--- src/rtl/ama_riscv_mmio_pkg.sv ---
// Shared types and constants for the MMIO peripheral block and its UART.
package ama_riscv_mmio_pkg;

  typedef enum logic [1:0] {
    IDLE  = 2'd0,
    START = 2'd1,
    DATA  = 2'd2,
    STOP  = 2'd3
  } uart_state_t;

  localparam int UART_FRAME_BITS = 10;

  // Word indices of the MMIO register window as seen by the core
  localparam logic [2:0] MMIO_CTRL    = 3'd0;
  localparam logic [2:0] MMIO_RX_DATA = 3'd1;
  localparam logic [2:0] MMIO_TX_DATA = 3'd2;
  localparam logic [2:0] MMIO_CNT_RST = 3'd4;
  localparam logic [2:0] MMIO_CYCLE   = 3'd5;
  localparam logic [2:0] MMIO_INSTR   = 3'd6;

endpackage

--- src/rtl/ama_riscv_uart.sv ---
// 8N1 UART transmitter and receiver with independent baud counters.
// Define AMA_RISCV_UART_LOOPBACK_EN to feed the receiver from serial_out.
module ama_riscv_uart #(
  parameter int CLKS_PER_BIT = 868
) (
  input  logic       clk,
  input  logic       rst,
  input  logic       tx_start,
  input  logic [7:0] tx_data,
  output logic       tx_idle,
  output logic       rx_done,
  output logic [7:0] rx_data,
  input  logic       serial_in,
  output logic       serial_out
);
  import ama_riscv_mmio_pkg::*;

  localparam int CNT_W = $clog2(CLKS_PER_BIT) + 1;
  localparam logic [CNT_W-1:0] BIT_LAST  = CNT_W'(CLKS_PER_BIT - 1);
  localparam logic [CNT_W-1:0] HALF_LAST = CNT_W'(CLKS_PER_BIT / 2 - 1);

  uart_state_t      tx_state_reg, tx_state_next;
  logic [CNT_W-1:0] tx_cnt_reg, tx_cnt_next;
  logic [2:0]       tx_bit_reg, tx_bit_next;
  logic [7:0]       tx_shift_reg, tx_shift_next;
  logic             tx_out_reg, tx_out_next;

  always_ff @(posedge clk) begin
    if (rst) begin
      tx_state_reg <= IDLE;
      tx_cnt_reg   <= '0;
      tx_bit_reg   <= '0;
      tx_shift_reg <= '0;
      tx_out_reg   <= 1'b1;
    end else begin
      tx_state_reg <= tx_state_next;
      tx_cnt_reg   <= tx_cnt_next;
      tx_bit_reg   <= tx_bit_next;
      tx_shift_reg <= tx_shift_next;
      tx_out_reg   <= tx_out_next;
    end
  end

  always_comb begin
    tx_state_next = tx_state_reg;
    tx_cnt_next   = tx_cnt_reg + 1'b1;
    tx_bit_next   = tx_bit_reg;
    tx_shift_next = tx_shift_reg;
    tx_out_next   = tx_out_reg;
    case (tx_state_reg)
      IDLE: begin
        tx_cnt_next = '0;
        tx_out_next = 1'b1;
        if (tx_start) begin
          tx_state_next = START;
          tx_shift_next = tx_data;
          tx_out_next   = 1'b0;
        end
      end
      START: if (tx_cnt_reg == BIT_LAST) begin
        tx_state_next = DATA;
        tx_cnt_next   = '0;
        tx_bit_next   = '0;
        tx_out_next   = tx_shift_reg[0];
      end
      DATA: if (tx_cnt_reg == BIT_LAST) begin
        tx_cnt_next = '0;
        if (tx_bit_reg == 3'd7) begin
          tx_state_next = STOP;
          tx_out_next   = 1'b1;
        end else begin
          tx_bit_next   = tx_bit_reg + 1'b1;
          tx_shift_next = tx_shift_reg >> 1;
          tx_out_next   = tx_shift_reg[1];
        end
      end
      STOP: if (tx_cnt_reg == BIT_LAST) begin
        tx_state_next = IDLE;
        tx_cnt_next   = '0;
      end
      default: tx_state_next = IDLE;
    endcase
  end

  assign tx_idle    = (tx_state_reg == IDLE);
  assign serial_out = tx_out_reg;

  logic rx_src;
`ifdef AMA_RISCV_UART_LOOPBACK_EN
  logic unused_serial_in;
  assign unused_serial_in = serial_in;
  assign rx_src = tx_out_reg;
`else
  assign rx_src = serial_in;
`endif

  logic             rx_sync1_reg, rx_sync2_reg;
  uart_state_t      rx_state_reg, rx_state_next;
  logic [CNT_W-1:0] rx_cnt_reg, rx_cnt_next;
  logic [2:0]       rx_bit_reg, rx_bit_next;
  logic [7:0]       rx_shift_reg, rx_shift_next;

  always_ff @(posedge clk) begin
    if (rst) begin
      rx_sync1_reg <= 1'b1;
      rx_sync2_reg <= 1'b1;
      rx_state_reg <= IDLE;
      rx_cnt_reg   <= '0;
      rx_bit_reg   <= '0;
      rx_shift_reg <= '0;
    end else begin
      rx_sync1_reg <= rx_src;
      rx_sync2_reg <= rx_sync1_reg;
      rx_state_reg <= rx_state_next;
      rx_cnt_reg   <= rx_cnt_next;
      rx_bit_reg   <= rx_bit_next;
      rx_shift_reg <= rx_shift_next;
    end
  end

  // Start is re-checked at half a bit so that all later samples land mid-bit
  always_comb begin
    rx_state_next = rx_state_reg;
    rx_cnt_next   = rx_cnt_reg + 1'b1;
    rx_bit_next   = rx_bit_reg;
    rx_shift_next = rx_shift_reg;
    rx_done       = 1'b0;
    case (rx_state_reg)
      IDLE: begin
        rx_cnt_next = '0;
        if (!rx_sync2_reg) rx_state_next = START;
      end
      START: if (rx_cnt_reg == HALF_LAST) begin
        rx_cnt_next   = '0;
        rx_bit_next   = '0;
        rx_state_next = rx_sync2_reg ? IDLE : DATA;
      end
      DATA: if (rx_cnt_reg == BIT_LAST) begin
        rx_cnt_next   = '0;
        rx_shift_next = {rx_sync2_reg, rx_shift_reg[7:1]};
        if (rx_bit_reg == 3'd7) rx_state_next = STOP;
        else                    rx_bit_next   = rx_bit_reg + 1'b1;
      end
      STOP: if (rx_cnt_reg == BIT_LAST) begin
        rx_state_next = IDLE;
        rx_cnt_next   = '0;
        rx_done       = rx_sync2_reg;
      end
      default: rx_state_next = IDLE;
    endcase
  end

  assign rx_data = rx_shift_reg;

endmodule

--- src/rtl/ama_riscv_mmio.sv ---
// MMIO peripheral block: cycle/instruction counters, core UART handshake and
// the UART itself. AMA_RISCV_UART_LOOPBACK_EN loops TX back into RX.
module ama_riscv_mmio #(
  parameter int CLOCK_FREQ   = 100_000_000,
  parameter int BAUD_RATE    = 115_200,
  parameter int CLKS_PER_BIT = CLOCK_FREQ / BAUD_RATE
) (
  input  logic        clk,
  input  logic        rst,
  input  logic        store_to_uart,
  input  logic        load_from_uart,
  input  logic [7:0]  mmio_uart_data_in,
  input  logic        mmio_reset_cnt,
  input  logic        inst_wb_nop_or_clear,
  output logic [31:0] mmio_cycle_cnt,
  output logic [31:0] mmio_instr_cnt,
  output logic [7:0]  mmio_uart_data_out,
  output logic        mmio_data_out_valid,
  output logic        mmio_data_in_ready,
  input  logic        serial_in,
  output logic        serial_out
);
  import ama_riscv_mmio_pkg::*;

  logic [31:0] cycle_cnt_reg, instr_cnt_reg;
  logic        tx_pending_reg;
  logic [7:0]  rx_data_reg;
  logic        rx_valid_reg;
  logic        tx_idle, rx_done;
  logic [7:0]  rx_byte;

  // The store strobe leads its data by one cycle, so the byte is taken from
  // mmio_uart_data_in on the edge after the strobe (tx_pending_reg high).
  always_ff @(posedge clk) begin
    if (rst) begin
      cycle_cnt_reg  <= '0;
      instr_cnt_reg  <= '0;
      tx_pending_reg <= 1'b0;
      rx_data_reg    <= '0;
      rx_valid_reg   <= 1'b0;
    end else begin
      cycle_cnt_reg <= mmio_reset_cnt ? 32'd0 : cycle_cnt_reg + 32'd1;
      if (mmio_reset_cnt)             instr_cnt_reg <= '0;
      else if (!inst_wb_nop_or_clear) instr_cnt_reg <= instr_cnt_reg + 32'd1;

      if (store_to_uart && mmio_data_in_ready) tx_pending_reg <= 1'b1;
      else                                     tx_pending_reg <= 1'b0;

      if (rx_done) begin
        rx_data_reg  <= rx_byte;
        rx_valid_reg <= 1'b1;
      end else if (load_from_uart) begin
        rx_valid_reg <= 1'b0;
      end
    end
  end

  ama_riscv_uart #(
    .CLKS_PER_BIT (CLKS_PER_BIT)
  ) u_uart (
    .clk        (clk),
    .rst        (rst),
    .tx_start   (tx_pending_reg),
    .tx_data    (mmio_uart_data_in),
    .tx_idle    (tx_idle),
    .rx_done    (rx_done),
    .rx_data    (rx_byte),
    .serial_in  (serial_in),
    .serial_out (serial_out)
  );

  assign mmio_cycle_cnt      = cycle_cnt_reg;
  assign mmio_instr_cnt      = instr_cnt_reg;
  assign mmio_uart_data_out  = rx_data_reg;
  assign mmio_data_out_valid = rx_valid_reg;
  assign mmio_data_in_ready  = !tx_pending_reg && tx_idle;

endmodule

--- config.mk ---
export PLATFORM = sky130hd
export DESIGN_NAME = ama_riscv_mmio
export DESIGN_NICKNAME = d
export VERILOG_FILES = /design/src/rtl/ama_riscv_mmio_pkg.sv /design/src/rtl/ama_riscv_uart.sv /design/src/rtl/ama_riscv_mmio.sv
export SDC_FILE = /design/constraint.sdc
export NUM_CORES = 1
export LEC_CHECK = 0
export ABC_CLOCK_PERIOD_IN_PS = 2400
export BUFFER_PORTS_ARGS = -buffer_cell sky130_fd_sc_hd__buf_2
export CELL_PAD_IN_SITES_DETAIL_PLACEMENT = 1
export CELL_PAD_IN_SITES_GLOBAL_PLACEMENT = 2
export CORE_ASPECT_RATIO = 2
export CORE_MARGIN = 2
export CORE_UTILIZATION = 31
export DETAILED_ROUTE_END_ITERATION = 10
export PLACE_DENSITY = 0.87
export SLEW_MARGIN = 20
export SYNTH_ARGS = -nofsm -noshare
export SYNTH_HDL_FRONTEND = slang
export SYNTH_SLANG_ARGS = --single-unit
--- constraint.sdc ---
create_clock -name clk -period 2.4 [get_ports clk]
set_clock_uncertainty 0.2 [all_clocks]
set_input_delay 0.48 -clock clk [delete_from_list [all_inputs] [get_ports clk]]
set_output_delay 0.48 -clock clk [all_outputs]
set_load 0.05 [all_outputs]
==> impl_metrics.csv, run 1 <==
group,metric,value,unit
worst_setup_path,endpoint_kind,"flip-flop",
synthesis,synth_area_leaders,"dfxtp_1 46%, nor2_1 7.8%, xnor2_1 7.7%, mux2i_1 4.8%, ha_1 3.2%",
timing,tightest_slew,534,ps
global_route,grt_overflow,0,
place,io_buffers,89,
flow_run,drv_cap,0,
timing,finalHoldViolations,0,
timing,layout_worst_path_cycle_share,0.944,
cts,cts_root_buffer,"clkbuf_16",
floorplanning,initial_core_util,0.317,
place,place_inst,918,
power,switchingPower,1.40,mW
min_path,hold_depth,2,
worst_setup_path,cp_max_fo,7,
timing,fmax,0.442,GHz
synthesis,synth_top_family_by_area,"simple AND/OR/NAND/NOR gates",
worst_setup_path,r2r-start,"mmio_instr_cnt[14]$_SDFFE_PP0N_",
cts,htree_num_levels,4,
cts,cts_tree,"done",
synthesis,synthSimpleGateAreaFrac,0.262,
min_path,hold_path.class,"primary input to flip-flop",
synthesis,synthTopCellsByCount,"125 x dfxtp_1, 114 x nor2_1, 48 x xnor2_1",
timing,maxSlewViolCount,0,
place,place_congestion,0.773,
global_route,grtUsageTotal,0.166,
power,leakage,2.71,nW
power,sw_frac_of_total,0.250,
min_path,hp-start,"serial_in",
synthesis,synth_mux_area_frac,0.0496,
floorplanning,fp.coreArea,0.0173,mm^2
power,combPwrFrac,0.102,
synthesis,ys.flop_type,"dfxtp_1",
layout,fill_cells,2051,
layout,seq_area,0.00254,mm^2
place,pre_cts_ws,-86.9,ps
routing,vias_per_cell,5.08,
worst_setup_path,critPathKind,"flip-flop to flip-flop",
synthesis,synth.yosys.seq_area_share,0.458,
synthesis,syn_area_per_cell,8.84,um^2
synthesis,synth-adder-area-share,0.0320,
worst_setup_path,r2r_slack,140,ps
timing,setup_viol,0,
power,power-per-cell-area,796,mW/mm^2
layout,antenna_cells,0,
synthesis,synth_top_area_share,0.458,
layout,drive_gt1_frac,0.235,
routing,num_vias,4828,
worst_setup_path,cp_cell_sequence,"and4_1 > nand4_1 > or4_4 > or3_1 > a21oi_1",
cts,cts_inserted_buffers,17,
synthesis,synth_seq_cells,125,
layout,multi_input_area,0.00281,mm^2
routing,route.final.wire_length,15.0,mm
synthesis,synth_warnings,0,
cts,cts_sinks,125,
worst_setup_path,critPathLaunchType,"flip-flop",
power,power_frac_seq,0.393,
min_path,hold_path_end,"u_uart.rx_sync1_reg$_SDFF_PP1_",
synthesis,yosysMostFrequentCell,"dfxtp_1",
routing,antenna_left,0,
synthesis,synth_xor_area_frac,0.106,
synthesis,ys_async_sr_fraction,0,
layout,nNetsFinal,756,
cts,clk_pin_slew,60,ps
timing,finalCriticalPeriod,2260,ps
synthesis,yosysUniqueCellTypes,43,
place,dp.final_hpwl,11.2,mm
power,ir_drop,0.000429,V
floorplanning,die_h,192,um
floorplanning,rows,68,
floorplanning,ioPinCount,90,
global_route,grt_pass1_wl,25.4,mm
layout,stdcell_area,0.00700,mm^2
synthesis,netlist_area,0.00547,mm^2
status,outcome,"finished clean",
synthesis,synthCells,619,
cts,postCtsSetupBuffers,0,
routing,drt_iter0_markers,84,
worst_setup_path,crit_slowest_cell,"or4_4",
global_route,antenna_found_initial,0,
worst_setup_path,critical-path-max-stage-delay,590,ps
timing,grt_setup_unrepaired,"yes",
synthesis,synth_fp_nets,648,
layout,instances_no_fill,950,
floorplanning,die_w,97.9,um
cts,clkLatencyLatePin,420,ps
layout,area_delta_synth_final,28.0,%
power,p_total,5.57,mW
floorplanning,die-area,0.0188,mm^2
worst_setup_path,rr_worst_depth,5,
worst_setup_path,r2r-end,"mmio_instr_cnt[31]$_SDFFE_PP0N_",
synthesis,synth_compound_area_frac,0.0602,
worst_setup_path,cp.arrival,2410,ps
synthesis,synth_edf_count,0,
cts,clock_path_buffers,2,
power,p_int,4.18,mW
timing,relSlewSlack,0.643,
place,dpl_cell_area,0.00632,mm^2
routing,drt_pass1_iterations,4,
synthesis,yosys.area.top_type,"dfxtp_1",
routing,route.detailed.drc,0,
global_route,grt_max_degree,45,
routing,avgRoutedWirePerCell,15.8,um
timing,fin_ws,135,ps
global_route,grt_pass1_vias,5404,
power,pwr-share-clk,0.505,
worst_setup_path,cp.required,2550,ps
## logic make-up after synthesis
family	Yosys count
AND/OR/NAND/NOR	289
buffers and inverters	47
AO/OA/AOI/OAI	51
XOR/XNOR	66
flip-flops	125
adder cells (fa/ha/maj)	14
multiplexers	27
## power groups by stage
stage          clock network (mW)  registers, mW  logic, mW
2_1_floorplan                   0           2.25      0.382
3_3_place_gp                    0           2.23      0.544
3_5_place_dp                    0           2.24      0.572
4_1_cts                      2.88           2.19      0.574
5_1_grt                      2.96           2.20      0.632
6_report                     2.81           2.19      0.568
## what timing repair did
item                       4_1_cts  5_1_grt
resized for setup                0        4
hold endpoints to repair         0        0
setup endpoints to repair        0       20
hold buffers                     0        0
## area by class of cell
class	count	area share
clock buffer	19	0.0663
clock inverter	13	0.0266
sequential	125	0.363
multi-input combinational	447	0.402
tap	210	0.0375
timing repair buffer	115	0.0933
inverter	21	0.0113
## routing by layer
| layer | vias up | GRT usage | share of wire |
|---|---|---|---|
| li1 | 2350 | - | - |
| met1 | 2375 | 0.149 | 0.35 |
| met2 | 82 | 0.340 | 0.59 |
| met3 | 21 | 0.0418 | 0.038 |
| met4 | 0 | 0.0710 | 0.022 |
| met5 | - | 0 | 0 |
## critical path: cells and delay by family (launching register included)
family          cells  cell delay, ps
simple gates        4            1460
compound gates      1             150
flops               1             390
## metrics by stage
step / utilization / setup TNS (ps) / hold WS (ps)
2_1_floorplan: - / 0 / 189
5_1_grt: 0.405 / -9.62 / 54.4
6_report: 0.405 / 0 / 50.7
3_5_place_dp: 0.366 / -328 / 207
4_1_cts: 0.404 / 0 / 30.1
3_3_place_gp: 0.366 / -53.3 / 203
## cell usage in the layout (no fill, tap or decap), types with 16 or more instances in the layout
master,instances
buf_2,89
buf_4,25
clkbuf_16,18
dfxtp_1,109
inv_1,21
mux2i_1,26
nand2_1,36
nand3_1,30
nand4_1,16
nor2_1,114
nor3_1,19
xnor2_1,48
xor2_1,18
## worst max path at each step
stage,depth (start not counted),endpoint,startpoint
5_1_grt,6,u_uart.rx_data[5]$_SDFFE_PP0P_,u_uart.rx_cnt_reg[1]$_SDFF_PP0_
2_1_floorplan,6,mmio_instr_cnt[31]$_SDFFE_PP0N_,mmio_instr_cnt[12]$_SDFFE_PP0N_
4_1_cts,5,mmio_instr_cnt[31]$_SDFFE_PP0N_,mmio_instr_cnt[6]$_SDFFE_PP0N_
3_5_place_dp,6,mmio_instr_cnt[31]$_SDFFE_PP0N_,inst_wb_nop_or_clear
3_3_place_gp,6,mmio_instr_cnt[31]$_SDFFE_PP0N_,inst_wb_nop_or_clear
6_report,5,mmio_instr_cnt[31]$_SDFFE_PP0N_,mmio_instr_cnt[14]$_SDFFE_PP0N_
(Power assumes the default switching activity.)
==> inputs of run 2 (changes only) <==
--- a/config.mk
+++ b/config.mk
@@ -13,8 +13,9 @@
 export CORE_MARGIN = 2
 export CORE_UTILIZATION = 31
 export DETAILED_ROUTE_END_ITERATION = 10
-export PLACE_DENSITY = 0.87
+export PLACE_DENSITY = 0.86
 export SLEW_MARGIN = 20
 export SYNTH_ARGS = -nofsm -noshare
 export SYNTH_HDL_FRONTEND = slang
+export SYNTH_HIERARCHICAL = 1
 export SYNTH_SLANG_ARGS = --single-unit
==> impl_metrics.csv, run 2 <==
group,metric,value,unit
floorplanning,ioPinCount,90,
timing,tns,0,ps
synthesis,synth_mux_area_frac,0.0458,
worst_setup_path,cp_max_fo,8,
cts,htree_num_levels,4,
synthesis,yosys.area.top_type,"dfxtp_1",
cts,clk_pin_slew,60,ps
worst_setup_path,cp.required,2460,ps
cts,cts_tree,"done",
power,switchingPower,1.72,mW
timing,finalCriticalPeriod,2330,ps
worst_setup_path,rr_worst_depth,7,
worst_setup_path,r2r-start,"u_uart/tx_cnt_reg[0]$_SDFF_PP0_",
worst_setup_path,cpMostUsedCell,"buf_4",
global_route,grt_pass1_vias,5706,
cts,cts_inserted_buffers,17,
worst_setup_path,critPathLaunchType,"flip-flop",
power,ir_drop,0.000443,V
synthesis,synth_top_area_share,0.424,
min_path,hp-start,"serial_in",
layout,area_delta_synth_final,26.7,%
synthesis,synth_edf_count,0,
synthesis,synth_xor_area_frac,0.0608,
min_path,hold_path_end,"u_uart/rx_sync1_reg$_SDFF_PP1_",
synthesis,yosysUniqueCellTypes,55,
global_route,grt_max_degree,34,
synthesis,yosysMostFrequentCell,"dfxtp_1",
synthesis,synth_fp_nets,683,
worst_setup_path,r2r_slack,70,ps
worst_setup_path,cp.arrival,2380,ps
worst_setup_path,critical-path-max-stage-delay,500,ps
global_route,grt_overflow,0,
power,p_total,6.08,mW
min_path,hold_path.class,"primary input to flip-flop",
layout,drive_gt1_frac,0.246,
routing,antenna_left,0,
synthesis,synth_area_leaders,"dfxtp_1 42%, nor2_1 4.8%, mux2i_1 4.6%, a21oi_1 3.9%, xnor2_1 3.6%",
place,dp.final_hpwl,12.6,mm
worst_setup_path,cp_cell_sequence,"ha_4 > or4b_4 > o41ai_4 > buf_12 > buf_4 > buf_4 > a311oi_2",
routing,route.detailed.drc,0,
cts,clkLatencyLatePin,420,ps
synthesis,synth-adder-area-share,0.0275,
cts,clock_path_buffers,2,
global_route,grt_pass1_wl,28.0,mm
synthesis,netlist_area,0.00591,mm^2
cts,hold_buffers,0,
timing,setup_viol,0,
routing,num_vias,5416,
global_route,antenna_found_initial,1,
timing,layout_worst_path_cycle_share,0.969,
synthesis,synth_compound_area_frac,0.129,
synthesis,synthSimpleGateAreaFrac,0.274,
floorplanning,rows,71,
cts,cts_root_buffer,"clkbuf_16",
floorplanning,die_w,102,um
routing,avgRoutedWirePerCell,16.5,um
power,pwr-share-clk,0.460,
synthesis,synth.yosys.seq_area_share,0.424,
synthesis,syn_area_per_cell,9.02,um^2
synthesis,ys.flop_type,"dfxtp_1",
timing,relSlewSlack,0.522,
worst_setup_path,endpoint_kind,"flip-flop",
worst_setup_path,critPathKind,"flip-flop to flip-flop",
status,outcome,"finished clean",
timing,maxSlewViolCount,0,
cts,cts_sinks,125,
synthesis,synth_warnings,6,
timing,fmax,0.430,GHz
layout,nNetsFinal,798,
timing,finalHoldViolations,0,
layout,antenna_cells,0,
layout,layout_common_cells,"114 x dfxtp_1, 88 x buf_2, 75 x nor2_1, 46 x a21oi_1, 35 x buf_4",
flow_run,drv_cap,0,
power,power_frac_seq,0.372,
synthesis,synth_top_family_by_area,"simple AND/OR/NAND/NOR gates",
power,power-per-cell-area,813,mW/mm^2
synthesis,synthCells,655,
power,sw_frac_of_total,0.283,
place,io_buffers,89,
floorplanning,initial_core_util,0.315,
routing,route.final.wire_length,17.1,mm
floorplanning,fp.coreArea,0.0187,mm^2
power,p_int,4.36,mW
power,combPwrFrac,0.168,
timing,fin_ws,74.3,ps
floorplanning,die-area,0.0202,mm^2
synthesis,synth_seq_cells,125,
routing,drt_iter0_markers,120,
layout,final_core_util,0.399,
floorplanning,die_h,199,um
synthesis,synthTopCellsByCount,"125 x dfxtp_1, 75 x nor2_1, 46 x a21oi_1",
min_path,hold_depth,2,
routing,drt_pass1_iterations,4,
worst_setup_path,crit_slowest_cell,"or4b_4",
place,pre_cts_ws,76.6,ps
timing,tightest_slew,717,ps
timing,grt_setup_unrepaired,"no",
power,leakage,2.78,nW
synthesis,ys_async_sr_fraction,0,
place,place_congestion,0.779,
routing,vias_per_cell,5.22,
worst_setup_path,r2r-end,"u_uart/tx_shift_reg[3]$_SDFFE_PP0P_",
global_route,grtUsageTotal,0.177,
layout,final_common_cell,"dfxtp_1",
==> run 2: cell count changes after synthesis, sizes merged, moves of 5 or more <==
cell	before	now
o21ai	13	18
or4	8	23
or3	10	20
a21oi	13	46
o31ai	0	21
nor3	19	11
a211oi	8	1
a311oi	2	7
nand4	17	26
xnor2	48	24
nor2	114	75
nor4	13	7
==> run 2: worst max path at each step <==
stage / start / endpoint / cells after the start
after CTS: u_uart/tx_state_reg[1]$_SDFFE_PP0P_ / mmio_data_in_ready / 4
after global routing: u_uart/tx_cnt_reg[0]$_SDFF_PP0_ / u_uart/tx_shift_reg[3]$_SDFFE_PP0P_ / 7
after global placement: mmio_cycle_cnt[0]$_SDFF_PP0_ / mmio_cycle_cnt[28]$_SDFF_PP0_ / 7
after floorplan: mmio_cycle_cnt[18]$_SDFF_PP0_ / mmio_cycle_cnt[31]$_SDFF_PP0_ / 4
after detailed placement: u_uart/tx_bit_reg[0]$_SDFFE_PP0P_ / u_uart/tx_shift_reg[6]$_SDFFE_PP0P_ / 7
final: u_uart/tx_cnt_reg[0]$_SDFF_PP0_ / u_uart/tx_shift_reg[3]$_SDFFE_PP0P_ / 7
==> run 2: cell families after synthesis <==
family          Yosys count
flops                   125
compound gates          115
xor+xnor                 41
mux                      27
fa+ha+maj                13
simple gates            285
buf+inv                  49
==> run 2: cell type report <==
class | count | area (um^2)
Fill cell | 2211 | 11300
Clock inverter | 14 | 208
Multi-Input combinational cell | 481 | 3190
Timing Repair Buffer | 126 | 751
Sequential cell | 125 | 2520
Tap cell | 255 | 319
Clock buffer | 18 | 429
Inverter | 19 | 71.3
==> run 2: repair_timing <==
action | CTS | global route
endpoints found under the hold margin | 0 | 0
setup endpoints to repair | 0 | 7
setup buffers | 0 | 2
gates resized for setup | 0 | 8
==> run 2: layer usage <==
layer | wire (um) | track usage | share of wire
met1 | 6260 | 0.164 | 0.37
met2 | 9940 | 0.355 | 0.58
met3 | 455 | 0.0357 | 0.027
met4 | 456 | 0.0746 | 0.027
met5 | 11 | 0 | 0.00064
==> run 2: metrics by stage <==
step	area (um^2)	std cells	hold slack [ps]
3_5_place_dp	6810	1004	204
4_1_cts	7440	1036	31.6
6_report	7480	1038	49.7
3_3_place_gp	6810	1004	192
2_1_floorplan	5920	655	189
5_1_grt	7480	1038	34.2
==> run 2: power by group through the flow <==
stage | Sequential [mW] | Combinational (mW) | Clock (mW)
after floorplan | 2.31 | 0.745 | 0
after global placement | 2.30 | 0.915 | 0
after detailed placement | 2.30 | 0.944 | 0
after CTS | 2.26 | 0.965 | 2.89
after global routing | 2.28 | 1.13 | 2.98
final | 2.26 | 1.02 | 2.80
==> run 2: worst max-delay path: cells and delay by family, from the launching register on <==
kind / cells / cell delay, ps
flops: 1 / 370
compound gates: 2 / 500
simple gates: 1 / 500
buf+inv: 3 / 450
fa+ha+maj: 1 / 150
==> inputs of run 3 (changes only) <==
--- a/config.mk
+++ b/config.mk
@@ -5,15 +5,15 @@
 export SDC_FILE = /design/constraint.sdc
 export NUM_CORES = 1
 export LEC_CHECK = 0
-export ABC_CLOCK_PERIOD_IN_PS = 2400
+export ABC_CLOCK_PERIOD_IN_PS = 2270
 export BUFFER_PORTS_ARGS = -buffer_cell sky130_fd_sc_hd__buf_2
 export CELL_PAD_IN_SITES_DETAIL_PLACEMENT = 1
 export CELL_PAD_IN_SITES_GLOBAL_PLACEMENT = 2
 export CORE_ASPECT_RATIO = 2
 export CORE_MARGIN = 2
-export CORE_UTILIZATION = 31
+export CORE_UTILIZATION = 35
 export DETAILED_ROUTE_END_ITERATION = 10
-export PLACE_DENSITY = 0.86
+export PLACE_DENSITY = 0.91
 export SLEW_MARGIN = 20
 export SYNTH_ARGS = -nofsm -noshare
 export SYNTH_HDL_FRONTEND = slang
==> constraint.sdc (replaced) <==
create_clock -name clk -period 2.27 [get_ports clk]
set_clock_uncertainty 0.2 [all_clocks]
set_input_delay 0.454 -clock clk [delete_from_list [all_inputs] [get_ports clk]]
set_output_delay 0.454 -clock clk [all_outputs]
set_load 0.05 [all_outputs]
==> impl_metrics.csv, run 3 (synthesized netlist as in run 2, its figures left out) <==
group,metric,value,unit
status,outcome,"finished clean",
timing,layout_worst_path_cycle_share,0.987,
layout,drive_gt1_frac,0.287,
timing,setup_viol,0,
routing,route.detailed.drc,0,
routing,route.final.wire_length,17.7,mm
timing,maxSlewViolCount,0,
global_route,grt_overflow,0,
cts,clkLatencyLatePin,400,ps
floorplanning,rows,67,
flow_run,drv_cap,0,
cts,hold_buffers,0,
floorplanning,die_w,95.9,um
global_route,grt_pass1_vias,5869,
min_path,hold_path.class,"primary input to flip-flop",
cts,htree_num_levels,4,
place,place_congestion,0.812,
cts,cts_sinks,125,
layout,nNetsFinal,801,
routing,avgRoutedWirePerCell,17.8,um
floorplanning,die-area,0.0180,mm^2
power,ir_drop,0.000823,V
routing,drt_iter0_markers,139,
timing,tightest_slew,728,ps
timing,fmax,0.446,GHz
layout,stdcell_area,0.00745,mm^2
floorplanning,fp.coreArea,0.0167,mm^2
global_route,grt_pass1_wl,28.6,mm
floorplanning,die_h,188,um
place,io_buffers,89,
floorplanning,initial_core_util,0.354,
cts,cts_tree,"done",
layout,instances_no_fill,992,
cts,clk_pin_slew,60,ps
layout,antenna_cells,0,
cts,cts_inserted_buffers,17,
layout,area_delta_synth_final,26.2,%
timing,fin_ws,28.8,ps
cts,clock_path_buffers,2,
floorplanning,ioPinCount,90,
power,power-per-cell-area,837,mW/mm^2
worst_setup_path,critPathKind,"flip-flop to flip-flop",
place,dp.final_hpwl,13.1,mm
global_route,antenna_found_initial,1,
worst_setup_path,r2r_slack,30,ps
worst_setup_path,r2r-start,"u_uart/tx_cnt_reg[1]$_SDFF_PP0_",
worst_setup_path,critPathLaunch,"u_uart/tx_cnt_reg[1]$_SDFF_PP0_",
timing,relSlewSlack,0.515,
timing,finalCriticalPeriod,2240,ps
timing,tns,0,ps
layout,layout_common_cells,"92 x dfxtp_1, 88 x buf_2, 75 x nor2_1, 46 x a21oi_1, 39 x buf_4",
worst_setup_path,endpoint_kind,"flip-flop",
worst_setup_path,rr_worst_depth,6,
worst_setup_path,cp.arrival,2330,ps
layout,final_common_cell,"dfxtp_1",
place,dpl_cell_area,0.00675,mm^2
place,pre_cts_ws,-99.9,ps
place,place_inst,955,
routing,antenna_left,0,
global_route,grtUsageTotal,0.200,
timing,finalHoldViolations,0,
cts,cts_root_buffer,"clkbuf_16",
layout,fill_cells,1964,
routing,drt_pass1_iterations,4,
worst_setup_path,r2r-end,"u_uart/tx_state_reg[0]$_SDFFE_PP0P_",
routing,vias_per_cell,5.57,
power,leakage,2.79,nW
routing,num_vias,5522,
worst_setup_path,cp_max_fo,4,
global_route,grt_max_degree,34,
worst_setup_path,cp.required,2350,ps
worst_setup_path,critPathLaunchType,"flip-flop",
timing,grt_setup_unrepaired,"yes",
worst_setup_path,endpoint,"u_uart/tx_state_reg[0]$_SDFFE_PP0P_",
run 3: cell types whose count changed in the layout (fill, tap and decap cells not counted), sizes merged:
cell | before | now
clkbuf | 19 | 17
bufinv | 4 | 2
inv | 24 | 20
clkinv | 3 | 9
buf | 125 | 129
run 3: critical path, stage by stage, from the launching register on:
cell and delay, ps:
dfxtp_2 340, ha_1 160, or4b_4 510, nor4b_1 410
buf_4 200, o211ai_1 100, o211a_1 200
run 3: power breakdown:
group / switching (mW) / total (mW) / internal (mW)
logic: 0.694 / 1.18 / 0.481
registers: 0.0913 / 2.40 / 2.31
clock network: 1.05 / 2.66 / 1.61
run 3: layout make-up:
type / count / area (um^2) / share of cell area
Clock buffer: 17 / 425 / 0.0571
Clock inverter: 14 / 148 / 0.0198
Inverter: 19 / 71.3 / 0.00957
Multi-Input combinational cell: 481 / 3240 / 0.435
Sequential cell: 125 / 2540 / 0.341
Tap cell: 207 / 259 / 0.0348
Timing Repair Buffer: 129 / 764 / 0.103
run 3: repair_timing:
item                                    CTS  global route
gates cloned                              1             0
setup buffers                             4             1
endpoints found under the setup margin   11            17
resized for setup                         6            17
pin swaps                                 4             3
run 3: worst min path at each step:
stage	start	endpoint	slack, ps	depth (start not counted)
2_1_floorplan	u_uart/rx_sync1_reg$_SDFF_PP1_	u_uart/rx_sync2_reg$_SDFF_PP1_	190	1
3_3_place_gp	u_uart/rx_sync1_reg$_SDFF_PP1_	u_uart/rx_sync2_reg$_SDFF_PP1_	200	1
5_1_grt	serial_in	u_uart/rx_sync1_reg$_SDFF_PP1_	40	2
4_1_cts	serial_in	u_uart/rx_sync1_reg$_SDFF_PP1_	30	2
6_report	serial_in	u_uart/rx_sync1_reg$_SDFF_PP1_	40	2
3_5_place_dp	u_uart/rx_sync1_reg$_SDFF_PP1_	u_uart/rx_sync2_reg$_SDFF_PP1_	210	1
run 3: routing by layer:
layer | vias to the layer above | GRT usage | share of wire
met5 | - | 0 | 0.00074
met4 | 2 | 0.0918 | 0.031
met3 | 45 | 0.0386 | 0.036
met2 | 137 | 0.391 | 0.58
met1 | 2701 | 0.188 | 0.35
li1 | 2637 | - | -
run 3: metrics by stage:
stage	hold WS [ps]	util	power (mW)
floorplan	189	-	3.23
global placement	205	0.405	3.32
detailed placement	208	0.405	3.41
CTS	29.8	0.442	6.22
global route	36.2	0.447	6.49
finish	42.0	0.447	6.24
